**src/rtl/uart_tx_unit.sv**
```systemverilog
// uart_tx_unit: 8N1 transmit-only UART with built-in baud divider.
// Frame = start bit, 8 data bits LSB first, stop bit; DIV clocks per bit.
module uart_tx_unit #(
  parameter int INPUT_CLOCK  = 25000000,
  parameter int OUTPUT_CLOCK = 1000000
) (
  input  logic       clk,
  input  logic       rst_n,
  input  logic       start,
  input  logic [7:0] data,
  output logic       tx,
  output logic       busy,
  output logic       baud_tick
);

  localparam int DIV = INPUT_CLOCK / OUTPUT_CLOCK;
  localparam int CW  = (DIV > 2) ? $clog2(DIV) : 1;
  localparam logic [CW-1:0] LAST = CW'(DIV - 1);

  if (DIV < 2) begin : g_bad_div
    $error("uart_tx_unit: INPUT_CLOCK/OUTPUT_CLOCK must be >= 2");
  end

  typedef enum logic [1:0] {
    IDLE,
    START,
    DATA,
    STOP
  } state_t;

  state_t        state_q, state_d;
  logic [CW-1:0] cnt_q, cnt_d;
  logic [2:0]    idx_q, idx_d;
  logic [7:0]    sh_q, sh_d;
  logic          tx_q, tx_d;
  logic          busy_q, busy_d;
  logic          tick;
  logic [CW-1:0] cnt_nx;

  assign tick   = (state_q != IDLE) && (cnt_q == LAST);
  assign cnt_nx = tick ? '0 : cnt_q + 1'b1;

  always_ff @(posedge clk or negedge rst_n) begin
    if (!rst_n) begin
      state_q <= IDLE;
      cnt_q   <= '0;
      idx_q   <= '0;
      sh_q    <= '0;
      tx_q    <= 1'b1;
      busy_q  <= 1'b0;
    end else begin
      state_q <= state_d;
      cnt_q   <= cnt_d;
      idx_q   <= idx_d;
      sh_q    <= sh_d;
      tx_q    <= tx_d;
      busy_q  <= busy_d;
    end
  end

  always_comb begin
    state_d = state_q;
    cnt_d   = cnt_q;
    idx_d   = idx_q;
    sh_d    = sh_q;
    unique case (state_q)
      IDLE: begin
        cnt_d = '0;
        if (start) begin
          sh_d    = data;
          state_d = START;
        end
      end
      START: begin
        cnt_d = cnt_nx;
        if (tick) begin
          idx_d   = '0;
          state_d = DATA;
        end
      end
      DATA: begin
        cnt_d = cnt_nx;
        if (tick) begin
          sh_d  = {1'b0, sh_q[7:1]};
          idx_d = idx_q + 3'd1;
          if (idx_q == 3'd7) begin
            state_d = STOP;
          end
        end
      end
      STOP: begin
        cnt_d = cnt_nx;
        if (tick) begin
          state_d = IDLE;
        end
      end
      default: begin
        state_d = IDLE;
        cnt_d   = '0;
      end
    endcase
  end

  // Outputs are decoded from next state so tx/busy stay registered.
  always_comb begin
    tx_d   = 1'b1;
    busy_d = 1'b0;
    unique case (state_d)
      IDLE: begin
        tx_d   = 1'b1;
        busy_d = 1'b0;
      end
      START: begin
        tx_d   = 1'b0;
        busy_d = 1'b1;
      end
      DATA: begin
        tx_d   = sh_d[0];
        busy_d = 1'b1;
      end
      STOP: begin
        tx_d   = 1'b1;
        busy_d = 1'b1;
      end
      default: begin
        tx_d   = 1'b1;
        busy_d = 1'b0;
      end
    endcase
  end

  assign tx        = tx_q;
  assign busy      = busy_q;
  assign baud_tick = tick;

endmodule

```
**config.mk**
```make
export PLATFORM = sky130hd
export DESIGN_NAME = uart_tx_unit
export DESIGN_NICKNAME = d
export VERILOG_FILES = /design/src/rtl/uart_tx_unit.sv
export SDC_FILE = /design/constraint.sdc
export NUM_CORES = 1
export LEC_CHECK = 0
export BUFFER_PORTS_ARGS = -buffer_cell sky130_fd_sc_hd__buf_4
export CAP_MARGIN = 20
export CELL_PAD_IN_SITES_DETAIL_PLACEMENT = 1
export CELL_PAD_IN_SITES_GLOBAL_PLACEMENT = 1
export CORE_ASPECT_RATIO = 2
export CORE_MARGIN = 2
export CORE_UTILIZATION = 39
export DETAILED_ROUTE_END_ITERATION = 12
export PLACE_DENSITY_LB_ADDON = 0.1
export SYNTH_ARGS = -nofsm -noshare
export SYNTH_HDL_FRONTEND = slang
export SYNTH_SLANG_ARGS = --single-unit
```
**constraint.sdc**
```tcl
create_clock -name clk -period 5.5 [get_ports clk]
set_clock_uncertainty 0.05 [all_clocks]
set_input_delay 1.1 -clock clk [delete_from_list [all_inputs] [get_ports clk]]
set_output_delay 1.1 -clock clk [all_outputs]
set_load 0.05 [all_outputs]
```
==> flow_metrics.tcl <==
set metrics [dict create \
    outcome "finished, final reports clean" \
    power.leakage_uw 0.000564 \
    rsz0062_at_grt "no" \
    yosysSeqAreaShare_pct 46.8 \
    first_global_vias 825 \
    postRouteWirelength_um 2220 \
    gp_congestion 0.762 \
    ant_nets 0 \
    startpoint_type "flop" \
    max_freq_ghz 0.376 \
    hold_viol_final 0 \
    dp_hpwl_um 1740 \
    drc 0 \
    cts_resized 0 \
    post-place-ws_ns 3.00 \
    core-area_um2 2570 \
    worst_slew_margin_rel_pct 60.0 \
    htreeDepth 1 \
    ys_ff_latch 20 \
    worst_ep_required_time_ns 4.35 \
    syn_area_um2 1070 \
    n_antenna_cell 0 \
    p_comb_share_pct 32.8 \
    hp-class "reg2reg" \
    root_buffer "clkbuf_8" \
    vias_per_cell 5.50 \
    final_nets 129 \
    numClockSinks 20 \
    p_seq_share_pct 47.4 \
    setup_viol 0 \
    power.share.clock_pct 19.8 \
    clk_latency_ns 0.26 \
    syn_inst 98 \
    arrival_ns 1.51 \
    area_growth_pct 14.3 \
    antenna_found_initial 0 \
    ys.flop_type "dfrtp_1" \
    fillers 301 \
    p_per_area_nw_per_um2 462 \
    switching_share_pct 36.7 \
    synth.distinct_cells 34 \
    cts_setup_buffers 0 \
    wl_per_cell_um 16.1 \
    syn_nets 116 \
    hold_buffers 0 \
    die_h_um 78.1 \
    io_buffer_count 13 \
    setup_tns_ns 0 \
    cap_violations 0 \
    clockBufferDepth 2 \
    ys_warn_count 0 \
    tritoncts "built" \
    die_width_um 41.1 \
    setup_slack_ns 2.84 \
    routed-via-count 759 \
    fin_crit_ns 2.66 \
    worst_slew_pin_slew_ns 0.600 \
    initial_core_util_pct 41.7 \
    post-route-period-util_pct 48.3 \
    synth_edf_count 0 \
    intPower_uw 358 \
    irDropWorstVdd_v 0.000166 \
    async_flop_share_pct 100 \
    final_cell_mix "19 x dfrtp_1, 13 x buf_4, 7 x nor2_1, 7 x ha_1" \
    drive_above_1_share_pct 20.0 \
    final_common_cell "dfrtp_1" \
    grt_max_degree 21 \
    firstDrtPassIters 4 \
    num_io_pins 14 \
    avgSynthCellArea_um2 10.9 \
    grt_pass1_wl_um 3710 \
    rows 26 \
    slew_viol_final 0 \
    cts_made_buffers 3 \
    worstSetupPathType "reg2out" \
    crit_path_end_kind "output pin" \
    die-area_um2 3210 \
    grt_usage_pct 17.1 \
    clk_pin_slew_ns 0.07 \
    drt_iter0_drc 11 \
    crit_fanout 4 \
    switchingPower_uw 207 \
    grt.overflow.total 0 \
]
area by class of cell:
class	count	area (um^2)	area share (%)
tap	28	35.0	2.86
clock buffer	4	55.1	4.50
timing repair buffer	13	97.6	7.98
multi-input combinational	67	512	41.8
sequential	20	502	41.0
inverter	6	22.5	1.84
worst max-delay path: stages (launching register included):
cell,delay (ns)
dfrtp_1,0.42
inv_1,0.07
ha_1,0.17
nand4b_1,0.22
nor2_1,0.16
buf_4,0.21
layer usage:
metal / routed length, um / GRT usage (%) / vias to the layer above
li1: - / - / 369
met1: 774 / 16.8 / 374
met2: 1350 / 30.9 / 11
met3: 49 / 2.54 / 5
met4: 42 / 8.00 / 0
met5: 0 / 0 / -
final timing paths:
kind	startpoint	to	slack, ns	cells past startpoint
hold reg to reg	cnt_q[0]	cnt_q[0]	0.45	1
setup reg to reg	cnt_q[0]	tx	3.16	8
setup / recovery	cnt_q[0]	baud_tick	2.84	5
max in group asynchronous	rst_n	tx	4.48	1
min in group asynchronous	rst_n	busy	0.65	1
hold / removal	cnt_q[0]	cnt_q[0]	0.45	1
state kept, by name, summed over array words and instances, names as in the netlist:
name / count
sh_q: 8
cnt_q: 5
idx_q: 3
tx: 1
state_q: 2
busy: 1
synthesized netlist by cell type (3+ instances only):
master	count	area, um^2
a221o_1	6	60.1
xor2_1	3	26.3
and2_1	6	37.5
nand2_1	5	18.8
nor2b_1	4	25.0
ha_1	7	87.6
inv_1	6	22.5
nand3_1	3	15.0
dfrtp_1	19	475
nor2_1	7	26.3
logic make-up after synthesis:
group	Yosys count	synth area share, %
fa+ha+maj	7	8.18
mux	1	1.05
xor+xnor	5	4.09
buf+inv	11	5.37
compound gates	20	15.9
flops	20	46.8
simple gates	34	18.6
power groups by stage:
stage	combinational [uW]	clock, uW	sequential (uW)
2_1_floorplan	153	0	248
3_3_place_gp	180	0	269
3_5_place_dp	187	0	272
4_1_cts	190	117	270
5_1_grt	210	124	281
6_report	186	112	268
per-stage QoR:
step	std cells	area, um^2	util, %	total power (uW)	hold slack, ns
after CTS	138	1220	47.6	577	0.471
after floorplan	98	1070	-	400	0.405
after detailed placement	134	1170	45.5	460	0.449
after global placement	134	1170	45.5	449	0.441
final	138	1220	47.6	565	0.454
after global routing	138	1220	47.6	614	0.493
No activity file was read; power rests on OpenSTA's default activity.
